--- config.mk ---
export PLATFORM = sky130hd
export DESIGN_NAME = regfile_wb_arbiter
export DESIGN_NICKNAME = d
export VERILOG_FILES = /design/src/rtl/regfile_wb_pkg.sv /design/src/rtl/regfile_wb_arbiter_rr_arbiter2.sv /design/src/rtl/regfile_wb_arbiter.sv
export SDC_FILE = /design/constraint.sdc
export NUM_CORES = 1
export LEC_CHECK = 0
export CAP_MARGIN = 20
export CELL_PAD_IN_SITES_DETAIL_PLACEMENT = 1
export CELL_PAD_IN_SITES_GLOBAL_PLACEMENT = 1
export CORE_UTILIZATION = 35
export DETAILED_ROUTE_END_ITERATION = 10
export PLACE_DENSITY = 0.85
export SLEW_MARGIN = 10
export SYNTH_ARGS = -nofsm -noshare
export SYNTH_HDL_FRONTEND = slang
export SYNTH_SLANG_ARGS = --single-unit
--- constraint.sdc ---
create_clock -name clk -period 3 [get_ports clk]
set_input_delay 0.9 -clock clk [delete_from_list [all_inputs] [get_ports clk]]
set_output_delay 0.9 -clock clk [all_outputs]
set_load 0.005 [all_outputs]
--- src/rtl/regfile_wb_pkg.sv ---
// Shared types and constants for the register-file writeback arbiter.
package regfile_wb_pkg;

  localparam int unsigned DEF_DATA_W = 32;
  localparam int unsigned DEF_ADDR_W = 5;

  typedef enum logic [1:0] {
    SZ_WORD = 2'b00,
    SZ_HALF = 2'b01,
    SZ_BYTE = 2'b10,
    SZ_RSVD = 2'b11
  } size_e;

  typedef enum logic {
    S_RUN,
    S_RMW
  } state_e;

  // Requester ids, also the encoding of the last-grant pointer.
  localparam logic REQ_A = 1'b0;
  localparam logic REQ_M = 1'b1;

  function automatic logic is_partial(input logic [1:0] sz);
    return (sz == SZ_HALF) || (sz == SZ_BYTE);
  endfunction

endpackage

--- src/rtl/regfile_wb_arbiter_rr_arbiter2.sv ---
// Two-way round-robin arbiter with a registered last-grant pointer.
module rr_arbiter2
  import regfile_wb_pkg::*;
(
  input  logic       clk,
  input  logic       rst_n,
  input  logic [1:0] req,
  input  logic       en,
  input  logic       upd,
  output logic [1:0] gnt,
  output logic       last_q
);

  logic last_d;

  always_comb begin
    gnt = '0;
    if (en) begin
      unique case (req)
        2'b01:   gnt[REQ_A] = 1'b1;
        2'b10:   gnt[REQ_M] = 1'b1;
        2'b11: begin
          if (last_q == REQ_M) gnt[REQ_A] = 1'b1;
          else                 gnt[REQ_M] = 1'b1;
        end
        default: gnt = '0;
      endcase
    end
  end

  always_comb begin
    last_d = last_q;
    if (upd && (gnt != '0)) last_d = gnt[REQ_M] ? REQ_M : REQ_A;
  end

  always_ff @(posedge clk or negedge rst_n) begin
    if (!rst_n) last_q <= REQ_M;
    else        last_q <= last_d;
  end

endmodule

--- src/rtl/regfile_wb_arbiter.sv ---
// Shares the register file write port between ALU and load writeback;
// sub-word loads merge into the old register value via a read-modify-write.
module regfile_wb_arbiter
  import regfile_wb_pkg::*;
#(
  parameter int unsigned DATA_W = DEF_DATA_W,
  parameter int unsigned ADDR_W = DEF_ADDR_W
) (
  input  logic              clk,
  input  logic              rst_n,
  input  logic              a_valid,
  output logic              a_ready,
  input  logic [ADDR_W-1:0] a_addr,
  input  logic [DATA_W-1:0] a_data,
  input  logic              m_valid,
  output logic              m_ready,
  input  logic [ADDR_W-1:0] m_addr,
  input  logic [DATA_W-1:0] m_data,
  input  logic [1:0]        m_size,
  output logic [ADDR_W-1:0] rf_rd_addr,
  input  logic [DATA_W-1:0] rf_rd_data,
  output logic              rf_we,
  output logic [ADDR_W-1:0] rf_wa,
  output logic [DATA_W-1:0] rf_wd,
  output logic              busy
);

  state_e            state_q, state_d;
  logic              rf_we_q, rf_we_d;
  logic [ADDR_W-1:0] rf_wa_q, rf_wa_d;
  logic [DATA_W-1:0] rf_wd_q, rf_wd_d;
  logic [ADDR_W-1:0] rf_rd_addr_q, rf_rd_addr_d;
  logic              busy_q, busy_d;
  logic [DATA_W-1:0] pend_data_q, pend_data_d;
  logic [1:0]        pend_size_q, pend_size_d;

  logic [1:0]        gnt;
  logic              arb_en;
  logic              hs;
  logic              last_grant;
  logic [DATA_W-1:0] merged;

  // Readys are forced low while reset is held, not just after the first edge.
  assign arb_en = rst_n && (state_q == S_RUN);

  rr_arbiter2 u_arb (
    .clk    (clk),
    .rst_n  (rst_n),
    .req    ({m_valid, a_valid}),
    .en     (arb_en),
    .upd    (hs),
    .gnt    (gnt),
    .last_q (last_grant)
  );

  assign a_ready = gnt[REQ_A];
  assign m_ready = gnt[REQ_M];
  assign hs      = (a_valid && a_ready) || (m_valid && m_ready);

  always_comb begin
    merged = rf_rd_data;
    if (pend_size_q == SZ_HALF) merged = {rf_rd_data[DATA_W-1:16], pend_data_q[15:0]};
    else                        merged = {rf_rd_data[DATA_W-1:8],  pend_data_q[7:0]};
  end

  always_comb begin
    state_d      = state_q;
    rf_we_d      = 1'b0;
    rf_wa_d      = rf_wa_q;
    rf_wd_d      = rf_wd_q;
    rf_rd_addr_d = rf_rd_addr_q;
    busy_d       = 1'b0;
    pend_data_d  = pend_data_q;
    pend_size_d  = pend_size_q;
    unique case (state_q)
      S_RUN: begin
        if (a_valid && a_ready) begin
          rf_we_d = (a_addr != '0);
          rf_wa_d = a_addr;
          rf_wd_d = a_data;
        end else if (m_valid && m_ready) begin
          if (is_partial(m_size)) begin
            rf_rd_addr_d = m_addr;
            pend_data_d  = m_data;
            pend_size_d  = m_size;
            busy_d       = 1'b1;
            state_d      = S_RMW;
          end else begin
            rf_we_d = (m_addr != '0);
            rf_wa_d = m_addr;
            rf_wd_d = m_data;
          end
        end
      end
      S_RMW: begin
        // rf_rd_addr_q doubles as the latched destination of the pending load.
        rf_we_d = (rf_rd_addr_q != '0);
        rf_wa_d = rf_rd_addr_q;
        rf_wd_d = merged;
        state_d = S_RUN;
      end
      default: state_d = S_RUN;
    endcase
  end

  always_ff @(posedge clk or negedge rst_n) begin
    if (!rst_n) begin
      state_q      <= S_RUN;
      rf_we_q      <= 1'b0;
      rf_wa_q      <= '0;
      rf_wd_q      <= '0;
      rf_rd_addr_q <= '0;
      busy_q       <= 1'b0;
      pend_data_q  <= '0;
      pend_size_q  <= SZ_WORD;
    end else begin
      state_q      <= state_d;
      rf_we_q      <= rf_we_d;
      rf_wa_q      <= rf_wa_d;
      rf_wd_q      <= rf_wd_d;
      rf_rd_addr_q <= rf_rd_addr_d;
      busy_q       <= busy_d;
      pend_data_q  <= pend_data_d;
      pend_size_q  <= pend_size_d;
    end
  end

  assign rf_we      = rf_we_q;
  assign rf_wa      = rf_wa_q;
  assign rf_wd      = rf_wd_q;
  assign rf_rd_addr = rf_rd_addr_q;
  assign busy       = busy_q;

endmodule

==> flow_metrics.py <==
metrics = {
    "yosys": {
        "post_synth_num_cell_types": 40,
        "synth_fp_nets": 450,
        "syn-mean-instance-area_um2": 10.9,
        "dominantRegCellSynth": "dfrtp_1",
        "postSynth.asyncResetShare": 1.00,
        "synthTopCellsByArea": "dfrtp_1, a22o_1, a211o_1",
        "synthTopCellsByCount": "dfrtp_1, a22o_1, a211o_1, a21boi_0, a21oi_1",
        "synth_largest_type_area_fraction": 0.421,
        "yosysMostFrequentCell": "dfrtp_1",
        "synth.yosys.seq_area_share": 0.428,
        "summed_instance_area_of_the_synthesized_netlist_um2": 3690,
        "yosys_warnings": 0,
        "ys_ff_latch": 63,
        "netlist.top_cell.by_area": "dfrtp_1",
        "edff_count_synth": 0,
        "synthesis.instances": 338,
    },
    "pwr": {
        "vdd_drop_max_mv": 0.265,
        "p_per_area_nw_per_um2": 599,
        "static_leak_uw": 0.00256,
    },
    "clocking": {
        "clock_tree.root_cell": "clkbuf_8",
        "h_tree_level_count": 3,
        "worst_skew_pair.late_latency_ps": 350,
        "clock_edge_transition_at_the_registers_on_the_reported_setup_and_hold_paths_ps": 70,
        "cts_hold_repair.buffers": 0,
        "clock_sink_count": 63,
        "cts_max_path_buffers": 2,
        "tritoncts": "yes",
        "tritoncts_buffers": 9,
    },
    "floorplan": {
        "die_h_um": 105,
        "die-width_um": 105,
        "rows": 37,
        "pin_count": 158,
        "fp.coreArea_um2": 10300,
        "die_area_um2": 10900,
        "initial_core_util": 0.359,
    },
    "timing": {
        "rsz0062_at_grt": "false",
        "timing.max_slew.rel_slack": 0.593,
        "finalHoldViolCount": 0,
        "final_critical_path_setup_slack_ps": 115,
        "worst_skew_ps": 8.79,
        "timing.final.crit_period_ps": 2890,
        "slew_worst_pin_ps": 610,
        "final_min_period_over_clock_period": 0.962,
        "final-setup-viol-count": 0,
        "max_freq_ghz": 0.347,
        "final_max_slew_viol_count": 0,
    },
    "finish": {
        "antenna-diode-count": 0,
        "finish.instance_area_um2": 5630,
        "flow.area_growth_from_synthesis_pct": 52.8,
        "layout.nets": 602,
        "drive_gt1_frac": 0.154,
        "final_core_util": 0.548,
    },
    "setup_path": {
        "cp.required_ps": 2100,
        "r2r_slack_ps": 1180,
        "arrival_ps": 1990,
        "critical_path_endpoint_category": "output pin",
        "cp-start-kind": "primary input",
        "worst-setup-path-type": "primary input to output pin",
        "worst_r2r_path_depth": 7,
        "critPathMaxFanout": 3,
    },
    "flow_run": {
        "timing.max_cap.violations": 0,
    },
    "global_routing": {
        "global_route_wire_length_before_repair_um": 20000,
        "antenna_found_initial": 0,
        "global_route.usage.total": 0.234,
        "grt_most_used_layer": "met2",
        "grt_util_met2": 0.401,
        "first_global_vias": 3802,
        "grt_start_max_net_pins": 46,
        "met3_usage": 0.0356,
        "globalRouteOverflowTotal": 0,
        "met1_usage": 0.294,
    },
    "route": {
        "ant_nets": 0,
        "route.detailed.drc": 0,
        "drt-vias-per-instance": 5.49,
        "1st_iter_drt_viols": 134,
        "dr.pass1.iters": 4,
        "wl_per_cell_um": 20.0,
        "finalWirelength_um": 12600,
        "routed-via-count": 3465,
    },
    "placed_design": {
        "gp_routability_congestion": 0.784,
        "detailed_place_hpwl_um": 8860,
        "place_worst_setup_slack_ps": -178,
        "io_buffer_count": 149,
        "dpl_cell_area_um2": 5380,
    },
    "hold_path": {
        "hold_depth": 1,
        "worstHoldPathType": "flop to flop",
    },
    "outcome": {
        "outcome": "finished clean",
    },
}
[critical path: stages]
cell and delay (ps):
clkdlybuf4s50_1 430, and3b_2 220, nand2_2 100, clkinv_2 70, dlygate4sd2_1 260
[cells by family (layout without fill, tap and decap cells)]
family,Yosys count,after routing,synth area share
DFF,63,63,0.428
buffers and inverters,40,197,0.0635
AOI/OAI and AO/OA,154,154,0.317
and+or+nand+nor,51,51,0.0845
xor gates and xnor gates,1,1,0.00238
muxes,29,29,0.105
[per-layer routing]
metal  part of all wire  routed length, um
met3              0.038                481
met2               0.49               6240
met1               0.44               5620
met4              0.023                291
met5                  0                  0
[cells in the final DEF (no fill, tap or decap), drive strengths merged]
cell           Yosys  final
and3b              1      1
dfstp              1      1
a211o             35     35
o21bai             2      2
a22o              36     36
mux2i              8      8
nor4               1      1
nand3b             1      1
xnor2              1      1
buf               23     29
nor3               2      2
clkdlybuf4s50      0    145
dfrtp             62     62
and2               2      2
o211ai             1      1
a21boi            35     35
or4                1      1
a21oi             31     31
bufinv             0      2
clkinv             1      1
a32oi              1      1
nor2b             29     29
o32a               1      1
mux2              21     21
clkbuf            13     14
inv                3      3
a22oi              9      9
o21ai              3      3
dlygate4sd2        0      3
nand2b             3      3
nand2              6      6
nor2               2      2
nand3              3      3
[worst paths after layout]
check,from,endpoint
max reg2reg,u_arb.last_q,pend_data_q[4]
min reg2reg,pend_data_q[8],pend_data_q[8]
max in group asynchronous,rst_n,pend_data_q[7]
min,pend_data_q[8],pend_data_q[8]
max,m_valid,m_ready
min in group asynchronous,rst_n,rf_wd[1]
[sequential cells by signal, indices dropped and copies added (netlist names)]
register,flops
busy,1
pend_data_q,16
pend_size_q,2
rf_rd_addr,5
rf_wa,5
rf_wd,32
rf_we,1
u_arb.last_q,1
[final cells by class]
class                           count  area [um^2]
Clock buffer                       14          183
Clock inverter                      2         60.1
Fill cell                        1120         4640
Inverter                            4         16.3
Multi-Input combinational cell    235         1900
Sequential cell                    63         1580
Tap cell                          136          170
Timing Repair Buffer              177         1730
[per-stage QoR]
stage,cells,total power [uW],hold WS [ps],setup TNS [ps]
after floorplan,338,1790,479,0
after global placement,614,2420,487,-299
after detailed placement,614,2470,494,-323
after CTS,631,3390,509,0
after global routing,631,3530,523,0
final,631,3370,510,0
[timing repair]
item / CTS / global route
endpoints found under the setup margin: 2 / 0
setup buffers: 1 / 0
gates resized for setup: 4 / 0
[where the power goes]
| group | switching [uW] | internal [uW] |
|---|---|---|
| Clock | 351 | 560 |
| Sequential | 163 | 1100 |
| Combinational | 425 | 778 |
No activity file was read; power rests on OpenSTA's default activity.
